--- config.mk ---
export PLATFORM = sky130hd
export DESIGN_NAME = universal_counter_param
export DESIGN_NICKNAME = d
export VERILOG_FILES = /design/src/rtl/ucnt_pkg.sv /design/src/rtl/ucnt_next.sv /design/src/rtl/universal_counter_param.sv
export SDC_FILE = /design/constraint.sdc
export NUM_CORES = 1
export LEC_CHECK = 0
export BUFFER_PORTS_ARGS = -buffer_cell sky130_fd_sc_hd__buf_2
export CORE_MARGIN = 2
export CORE_UTILIZATION = 45
export DETAILED_ROUTE_END_ITERATION = 10
export MAX_ROUTING_LAYER = met4
export PLACE_DENSITY = 0.7
export SYNTH_ARGS = -nofsm -noshare
export SYNTH_HDL_FRONTEND = slang
export SYNTH_SLANG_ARGS = --single-unit
--- constraint.sdc ---
create_clock -name clk -period 4.3 [get_ports clk]
set_input_delay 0.645 -clock clk [delete_from_list [all_inputs] [get_ports clk]]
set_output_delay 0.645 -clock clk [all_outputs]
set_load 0.01 [all_outputs]
--- src/rtl/ucnt_pkg.sv ---
// Shared definitions for the parametrised universal counter: mode encodings
// and a couple of helpers for decoding them.
package ucnt_pkg;

    localparam logic [1:0] UC_BIN_WRAP = 2'b00;
    localparam logic [1:0] UC_MOD_WRAP = 2'b01;
    localparam logic [1:0] UC_BIN_SAT  = 2'b10;
    localparam logic [1:0] UC_MOD_SAT  = 2'b11;

    function automatic logic uc_is_modulo(input logic [1:0] mode);
        return (mode == UC_MOD_WRAP) || (mode == UC_MOD_SAT);
    endfunction

    function automatic logic uc_is_saturate(input logic [1:0] mode);
        return (mode == UC_BIN_SAT) || (mode == UC_MOD_SAT);
    endfunction

endpackage

--- src/rtl/ucnt_next.sv ---
// Combinational next-state step of the universal counter: computes the
// stepped value, whether that step wraps, and whether count sits at terminal.
module ucnt_next
    import ucnt_pkg::*;
#(
    parameter int WIDTH = 8
) (
    input  logic [WIDTH-1:0] count,
    input  logic [1:0]       mode,
    input  logic [WIDTH-1:0] mod_val,
    input  logic             incr,
    output logic [WIDTH-1:0] next_count,
    output logic             wrap_evt,
    output logic             at_term
);

    localparam logic [WIDTH-1:0] ONE = WIDTH'(1);

    logic             is_mod;
    logic             is_sat;
    logic [WIDTH-1:0] top_val;

    assign is_mod = uc_is_modulo(mode);
    assign is_sat = uc_is_saturate(mode);

    // A modulus of zero stands for the full 2^WIDTH range.
    assign top_val = (is_mod && (mod_val != '0)) ? (mod_val - ONE) : '1;

    always_comb begin
        next_count = count;
        wrap_evt   = 1'b0;
        if (incr) begin
            if (count >= top_val) begin
                if (!is_sat) begin
                    next_count = '0;
                    wrap_evt   = 1'b1;
                end
            end else begin
                next_count = count + ONE;
            end
        end else begin
            if (count == '0) begin
                if (!is_sat) begin
                    next_count = top_val;
                    wrap_evt   = 1'b1;
                end
            end else if (count > top_val) begin
                // Out-of-range value (after load or modulus change) snaps to top.
                next_count = top_val;
            end else begin
                next_count = count - ONE;
            end
        end
    end

    assign at_term = incr ? (count >= top_val) : (count == '0);

endmodule

--- src/rtl/universal_counter_param.sv ---
// WIDTH-bit universal counter: clear > load > pause > count priority, with a
// combinational terminal-count flag and a registered wrap pulse for cascading.
module universal_counter_param
    import ucnt_pkg::*;
#(
    parameter int               WIDTH     = 8,
    parameter logic [WIDTH-1:0] RESET_VAL = '0
) (
    input  logic             clk,
    input  logic             clear_n,
    input  logic             clear,
    input  logic             load,
    input  logic [WIDTH-1:0] load_val,
    input  logic [1:0]       mode,
    input  logic [WIDTH-1:0] mod_val,
    input  logic             incr,
    input  logic             pause,
    output logic [WIDTH-1:0] count,
    output logic             tc,
    output logic             wrap
);

    logic [WIDTH-1:0] count_q, count_d;
    logic             wrap_q, wrap_d;
    logic [WIDTH-1:0] step_count;
    logic             step_wrap;
    logic             at_term;

    ucnt_next #(
        .WIDTH(WIDTH)
    ) u_next (
        .count      (count_q),
        .mode       (mode),
        .mod_val    (mod_val),
        .incr       (incr),
        .next_count (step_count),
        .wrap_evt   (step_wrap),
        .at_term    (at_term)
    );

    always_comb begin
        count_d = count_q;
        wrap_d  = 1'b0;
        if (clear) begin
            count_d = '0;
        end else if (load) begin
            count_d = load_val;
        end else if (!pause) begin
            count_d = step_count;
            wrap_d  = step_wrap;
        end
    end

    always_ff @(posedge clk or negedge clear_n) begin
        if (!clear_n) begin
            count_q <= RESET_VAL;
            wrap_q  <= 1'b0;
        end else begin
            count_q <= count_d;
            wrap_q  <= wrap_d;
        end
    end

    assign count = count_q;
    assign wrap  = wrap_q;
    assign tc    = !pause && !clear && !load && at_term;

endmodule

# After elaboration in Yosys (flattened, before gate mapping)
# Index checks and enable logic that the tools add are counted.
[classes]
add_sub_neg = 3
order_cmp = 2
n_eq_ne = 6
muxes = 18
reduce_logical = 12
[op_table]
columns = ["operator", "count"]
rows = [
  ["two-way mux 8 bit", 10],
  ["subtractor 8 x 1 -> 8 bit, second input constant", 2],
  ["!= test 5 bit, second input constant", 2],
  ["adder 8 x 1 -> 8 bit, second input constant", 1],
  ["greater-or-equal comparator 8 bit", 1],
  ["greater-than comparator 8 bit", 1],
  ["zero test 8 bit", 1],
  ["two-way mux 1 bit", 8],
  ["nonzero test 8 bit", 1],
  ["equality test 2 bit, second input constant", 2],
  ["logical AND 1 bit", 4],
  ["zero test 1 bit", 3],
  ["!= test 3 bit, second input constant", 1],
  ["AND reduction 3 bit", 1],
  ["equality test 2 x 1 -> 1 bit, second input constant", 1],
  ["logical OR 1 bit", 2],
]
[totals]
ff_bits = 9
input_bits = 24
out_inout_bits = 10
wordCells = 43

# Longest topological paths before layout
# Gate-level depths: netlist of run 1.
[depth]
depth_word = 11
depth_mapped = 16
ltp_nobuf = 15

# Modules after synthesis
# From an unflattened synthesis of run 1, not the netlist that was laid out.
[hier_totals]
hier_cells = 204
area_unflattened_um2 = 1576.5
[modules_own_cells]
columns = ["mod", "n_inst", "cells_per_inst", "area_per_inst_um2", "seq_area_each_um2"]
rows = [
  ["ucnt_next", 1, 164, 1118.6, 0.0],
  ["universal_counter_param", 1, 40, 457.9, 225.2],
]

# Worst setup path after synthesis of run 1
# OpenSTA, ideal clock, no wires.
[synth_timing]
kind = "input port to output port"
from = "input port mod_val[0]"
to = "output port tc"
arrival_time_ns = 3.036
required_ns = 3.655
slack_ns = 0.619
cell_stages = 11
n_path_buf = 1
path_cell_list = "inv_1 > ha_1 > or3b_2 > o21ai_0 > nor2_1 > ha_1 > and4_1 > o31ai_1 > and3_1 > clkbuf_1 > a211oi_1"
[synth_via]
elab_chain_cells = 6
word_cells_on_any_way = 7
cone_classes = "add/sub: 1; order compare: 1; mux: 2; reduce/logical: 3"
[synth_lines]
columns = ["item", "line_no", "text"]
rows = [
  ["start, declared", "universal_counter_param.sv:15", "input logic [WIDTH-1:0] mod_val,"],
  ["branches (longest 2 deep; another with subtractor 8 x 1 -> 8 bit)", "-", ""],
  ["two-way mux 8 bit (*)", "ucnt_next.sv:27", "assign top_val = (is_mod && (mod_val != '0)) ? (mod_val - ONE) : '1;"],
  ["greater-or-equal comparator 8 bit (*)", "ucnt_next.sv:56", "assign at_term = incr ? (count >= top_val) : (count == '0);"],
  ["two-way mux 1 bit (*)", "ucnt_next.sv:56", ""],
  ["logical AND 1 bit (*)", "universal_counter_param.sv:66", "assign tc = !pause && !clear && !load && at_term;"],
  ["end, declared", "universal_counter_param.sv:19", "output logic tc,"],
]
# Mark *: on every way between the ends.

# Final worst setup path of run 1
# Same ends and word-level chain as after synthesis.

==> flow_metrics.env, run 1 <==
export IMPL_critPathLaunchType="input port"
export IMPL_grt_usage=0.217
export IMPL_ant_nets=0
export IMPL_cp_data_required_time_ps=3650
export IMPL_vdd_ir_drop_max_mv=0.198
export IMPL_fin_cells=221
export IMPL_comb_power_share=0.489
export IMPL_fillers=277
export IMPL_wl_per_cell_um=15.0
export IMPL_drc=0
export IMPL_period_needed_ps=4080
export IMPL_grt_max_degree=16
export IMPL_die_height_um=58.3
export IMPL_yosysUniqueCellTypes=45
export IMPL_holdWs_ps=214
export IMPL_finClkSkew_ps=6.58
export IMPL_ctsHoldBuffers=0
export IMPL_grt_busiest_layer="met2"
export IMPL_syn_nets=197
export IMPL_final_common_cell="buf_2"
export IMPL_antenna_found_initial=0
export IMPL_placed_cells=217
export IMPL_totalWireLength_um=3320
export IMPL_cts_htree_levels=1
export IMPL_crit_path_max_fanout=9
export IMPL_p_sw_uw=156
export IMPL_clock_sinks=9
export IMPL_async_flop_share=1.00
export IMPL_n_antenna_cell=0
export IMPL_grtUsageMet2=0.347
export IMPL_rsz0062_at_grt="false"
export IMPL_firstDrtPassIters=4
export IMPL_critPathCaptureType="primary output"
export IMPL_layout_common_cells="33 x buf_2, 13 x ha_1, 12 x inv_1, 12 x nor2_1, 10 x xnor2_1"
export IMPL_min_path_type="input port to asynchronous set/reset pin"
export IMPL_drv_cap=0
export IMPL_overflow=0
export IMPL_critPathKind="input port to primary output"
export IMPL_syn_inst=160
export IMPL_r2r_setup_slack_ps=1510
export IMPL_vias_per_cell=5.92
export IMPL_min_period_over_period=0.950
export IMPL_use_met3=0.0424
export IMPL_fp_dieArea_mm2=0.00339
export IMPL_use_met1=0.281
export IMPL_drive_above_1_share=0.242
export IMPL_clkLatencyLatePin_ps=270
export IMPL_worst_pin_slew_ps=452
export IMPL_ys_seq_area_frac=0.170
export IMPL_p_seq_frac=0.324
export IMPL_dr_first_iter_drc_count=37
export IMPL_cts_buffers=3
export IMPL_vias=1309
export IMPL_swShare=0.420
export IMPL_synth_main_ff_cell="dfrtp_1"
export IMPL_cp_arrival_ps=3440
export IMPL_power_leakage_nw=0.751
export IMPL_crit_chain="buf_2, inv_1, ha_1, or3b_2, o21ai_0, nor2_1, ha_1, and4_1, o31ai_1, and3_2, a211oi_1, buf_2"
export IMPL_coreArea_mm2=0.00278
export IMPL_timing_final_hold_violations=0
export IMPL_grt_pass1_wl_um=5570
export IMPL_cts_tree="built"
export IMPL_setup_violations_final=0
export IMPL_grt_pass1_vias=1273
export IMPL_finalSetupTns_ps=0
export IMPL_place_congestion=0.894
export IMPL_dpl_hpwl_um=2680
export IMPL_synth_warnings=0
export IMPL_internal_power_uw=215
export IMPL_cp_slowest_stage_delay_ps=490
export IMPL_clk_pin_slew_ps=70
export IMPL_slew_viol_final=0
export IMPL_port_buffers=33
export IMPL_ys_ff_latch=9
export IMPL_cts_root_buffer_cell="clkbuf_4"
export IMPL_syn_area_mm2=0.00133
export IMPL_slew_headroom=0.699
export IMPL_syn_mean_instance_area_um2=8.28
export IMPL_start_util=0.476
export IMPL_num_io_pins=34
export IMPL_die_x_um=58.3
export IMPL_placementRows=19
export IMPL_max_freq_mhz=245
export IMPL_crit_path_top_delay_cell="or3b_2"
export IMPL_nNetsFinal=228
export IMPL_outcome="finished, final reports clean"
export IMPL_clockBufferDepth=2
export IMPL_synth_edf_count=0
export IMPL_clkPwrFrac=0.187
export IMPL_syn2layout_area_growth_pct=14.4
export IMPL_power_density_mw_per_mm2=245
## worst max-delay path: cells and delay by family
family	cells	cell delay [ps]
AO/OA/AOI/OAI	3	770
adder cells (fa/ha/maj)	2	460
buffers and inverters	3	350
AND/OR/NAND/NOR	4	1200
## state kept, by name, indices dropped and copies added (netlist names)
register  cells
count         8
wrap          1
## cell families after synthesis
kind of cell    count (synthesis)  synth area share
mux                             7            0.0538
compound gates                 44             0.254
buf+inv                        19            0.0642
fa+ha+maj                      13             0.123
simple gates                   53             0.236
flops                           9             0.170
xor+xnor                       15            0.0991
## through the flow
stage	power, mW	setup WS (ps)	util	area (µm²)
global route	0.403	48.1	0.545	1520
detailed placement	0.301	164	0.535	1490
CTS	0.371	167	0.545	1520
global placement	0.297	287	0.535	1490
floorplan	0.250	619	-	1330
finish	0.371	216	0.545	1520
## routing by layer
metal,up-vias,part of all wire
li1,653,-
met5,-,0
met3,4,0.054
met2,35,0.47
met1,617,0.47
met4,0,0.0063
## synth_stat cells (all sizes together) (2+ instances only)
| master | count | area [µm²] |
|---|---|---|
| inv | 12 | 45.0 |
| a32o | 4 | 40.0 |
| and4 | 2 | 17.5 |
| ha | 13 | 163 |
| dfrtp | 9 | 225 |
| o31ai | 2 | 15.0 |
| and2 | 2 | 12.5 |
| xnor2 | 10 | 87.6 |
| o21a | 2 | 15.0 |
| nand2b | 6 | 37.5 |
| nor2 | 12 | 45.0 |
| mux2i | 6 | 60.1 |
| a221o | 5 | 50.1 |
| clkbuf | 3 | 11.3 |
| a21oi | 8 | 40.0 |
| nand3 | 8 | 45.0 |
| a211oi | 2 | 15.0 |
| o21ai | 9 | 45.0 |
| nor3 | 4 | 31.3 |
| nand2 | 7 | 26.3 |
| buf | 4 | 28.8 |
| and3 | 5 | 32.5 |
| a221oi | 5 | 56.3 |
| xor2 | 5 | 43.8 |
## power groups by stage
| stage | Clock [mW] | Combinational, mW | Sequential [mW] |
|---|---|---|---|
| 6_report | 0.0695 | 0.182 | 0.120 |
| 5_1_grt | 0.0781 | 0.202 | 0.123 |
| 4_1_cts | 0.0706 | 0.180 | 0.120 |
| 3_5_place_dp | 0 | 0.179 | 0.122 |
| 3_3_place_gp | 0 | 0.175 | 0.122 |
| 2_1_floorplan | 0 | 0.139 | 0.111 |
## cell type report
class                           count  area (µm²)  area share
Clock buffer                        4        26.3      0.0173
Inverter                           12        45.0      0.0297
Multi-Input combinational cell    132        1020       0.670
Sequential cell                     9         225       0.149
Tap cell                           31        38.8      0.0256
Timing Repair Buffer               33         165       0.109
## final timing paths
| kind | startpoint | to | cells after the start |
|---|---|---|---|
| worst max-delay path | mod_val[0] | tc | 12 |
| worst min-delay path | clear_n | wrap$_DFF_PN0_ | 1 |
| worst max register to register | count[5]$_DFFE_PN0P_ | count[0]$_DFFE_PN0P_ | 8 |
| worst min register to register | count[0]$_DFFE_PN0P_ | count[0]$_DFFE_PN0P_ | 2 |
| max in group asynchronous | clear_n | count[3]$_DFFE_PN0P_ | 1 |
| min in group clk | mode[1] | wrap$_DFF_PN0_ | 2 |
## repair_timing
item,CTS,global route
gates resized for setup,0,1
endpoints found under the setup margin,0,1
buffers inserted,0,0
(Power assumes the default switching activity.)
==> run 2: changes to the inputs <==
Settings changed: CTS_BUF_LIST set to sky130_fd_sc_hd__clkbuf_8 sky130_fd_sc_hd__clkbuf_16.
==> run 2 against run 1 <==
Combinational power about the same. Via count is 2.4% higher. Count of clock-buffer cells in the layout fell by 1. Fmax is 0.62% lower. Sequential share of layout area down 0.18 points. Worst setup slack worse by 26 ps. Sequential power hardly changed. Core utilization grew 0.67 points. Global-route usage up 0.095 points. Clock skew is 3.3 ps lower. First-iteration DRC count rose by 59%. Power rose by 8.8%. Largest cell class unchanged. Largest power group unchanged.
==> flow_metrics.env, run 2 (synthesis gave the netlist of run 1 again) <==
export IMPL_crit_family="simple AND/OR/NAND/NOR gates"
export IMPL_max_freq_mhz=243
export IMPL_slew_headroom=0.704
export IMPL_place_congestion=0.894
export IMPL_vdd_ir_drop_max_mv=0.225
export IMPL_clock_sinks=9
export IMPL_crit_path_max_fanout=9
export IMPL_cp_arrival_ps=3460
export IMPL_setup_violations_final=0
export IMPL_power_leakage_nw=0.763
export IMPL_finClkSkew_ps=3.29
export IMPL_dpl_hpwl_um=2680
export IMPL_largest_reg_flops=8
export IMPL_critPathLaunchType="input port"
export IMPL_outcome="finished, final reports clean"
export IMPL_min_period_over_period=0.956
export IMPL_place_area_mm2=0.00149
export IMPL_cts_root_buffer_cell="clkbuf_8"
export IMPL_start_util=0.476
export IMPL_cp_slowest_stage_delay_ps=490
export IMPL_post_place_ws_ps=164
export IMPL_fp_dieArea_mm2=0.00339
export IMPL_overflow=0
export IMPL_min_path_type="input port to asynchronous set/reset pin"
export IMPL_grt_pass1_vias=1275
export IMPL_cts_buffers=3
export IMPL_rsz0062_at_grt="false"
export IMPL_grt_max_degree=16
export IMPL_cts_setup_buffers=0
export IMPL_drive_above_1_share=0.242
export IMPL_totalWireLength_um=3360
export IMPL_crit_chain="buf_2, inv_1, ha_1, or3b_2, o21ai_0, nor2_1, ha_1, and4_1, o31ai_1, and3_2, a211oi_1, buf_2"
export IMPL_critPathKind="input port to primary output"
export IMPL_drc=0
export IMPL_stdcell_area_mm2=0.00154
export IMPL_timing_final_hold_violations=0
export IMPL_clk_pin_slew_ps=50
export IMPL_final_common_cell="buf_2"
export IMPL_n_antenna_cell=0
export IMPL_cts_htree_levels=1
export IMPL_die_x_um=58.3
export IMPL_worst_pin_slew_ps=444
export IMPL_nNetsFinal=228
export IMPL_drv_cap=0
export IMPL_cts_tree="built"
export IMPL_firstDrtPassIters=4
export IMPL_finalSetupTns_ps=0
export IMPL_grt_usage=0.218
export IMPL_num_io_pins=34
export IMPL_crit_path_top_delay_cell="or3b_2"
export IMPL_port_buffers=33
export IMPL_vias_per_cell=6.07
export IMPL_cp_data_required_time_ps=3650
export IMPL_ant_nets=0
export IMPL_power_uw=404
export IMPL_clkLatencyLatePin_ps=240
export IMPL_layout_common_cells="33 x buf_2, 13 x inv_1, 13 x ha_1"
export IMPL_period_needed_ps=4110
export IMPL_slew_viol_final=0
export IMPL_holdWs_ps=249
export IMPL_critPathCaptureType="primary output"
export IMPL_syn2layout_area_growth_pct=15.9
export IMPL_antenna_found_initial=0
export IMPL_clockBufferDepth=2
export IMPL_power_density_mw_per_mm2=263
export IMPL_wl_per_cell_um=15.2
export IMPL_vias=1341
export IMPL_placementRows=19
export IMPL_setup_ws_ps=190
export IMPL_die_height_um=58.3
export IMPL_dr_first_iter_drc_count=59
export IMPL_crit_buf_inv=3
export IMPL_grt_pass1_wl_um=5550
export IMPL_coreArea_mm2=0.00278
-- run 2: area by class of cell --
class	count	area [µm²]
fill	273	1250
clock buffer	3	41.3
timing repair buffer	33	165
sequential	9	225
inverter	12	45.0
multi-input combinational	132	1020
clock inverter	1	3.75
tap	31	38.8
-- run 2: power by group --
group / internal [mW] / switching, mW / total [mW] / leakage [nW]
Sequential: 0.0932 / 0.0273 / 0.121 / 0.118
Clock: 0.0626 / 0.0386 / 0.101 / 0.0269
Combinational: 0.0865 / 0.0957 / 0.182 / 0.618
-- run 2: routing by layer --
layer,vias up,global-route usage,part of all wire
met5,-,-,0
met4,0,0.0598,0.0051
met3,4,0.0424,0.064
met2,53,0.347,0.46
met1,632,0.280,0.47
li1,652,-,-
-- run 2: stage by stage --
step | util | std cells
floorplan | - | 160
global placement | 0.535 | 217
detailed placement | 0.535 | 217
CTS | 0.552 | 221
global route | 0.552 | 221
finish | 0.552 | 221
-- run 2: worst reg2reg max path, cell delays in order (launching register included) --
cell and delay [ps]:
dfrtp_1 570, ha_1 320, a211oi_1 200, nor2_1 70
nor2_1 230, o211a_1 470, mux2_2 400, a221oi_1 300
o31ai_1 120
-- run 2: worst paths after layout --
path | startpoint | to | cells past startpoint | slack, ps
worst max register to register | count[5]$_DFFE_PN0P_ | count[0]$_DFFE_PN0P_ | 8 | 1500
worst min-delay path | clear_n | wrap$_DFF_PN0_ | 1 | 250
max in group asynchronous | clear_n | count[2]$_DFFE_PN0P_ | 1 | 3870
worst max-delay path | mod_val[0] | tc | 12 | 190
worst min register to register | count[0]$_DFFE_PN0P_ | count[0]$_DFFE_PN0P_ | 2 | 660
min in group clk | mode[1] | wrap$_DFF_PN0_ | 2 | 570
-- run 2: timing repair --
action | in CTS | in global routing
hold endpoints to repair | 0 | 0
gates resized for setup | 0 | 1
hold buffers | 0 | 0
setup endpoints to repair | 0 | 1
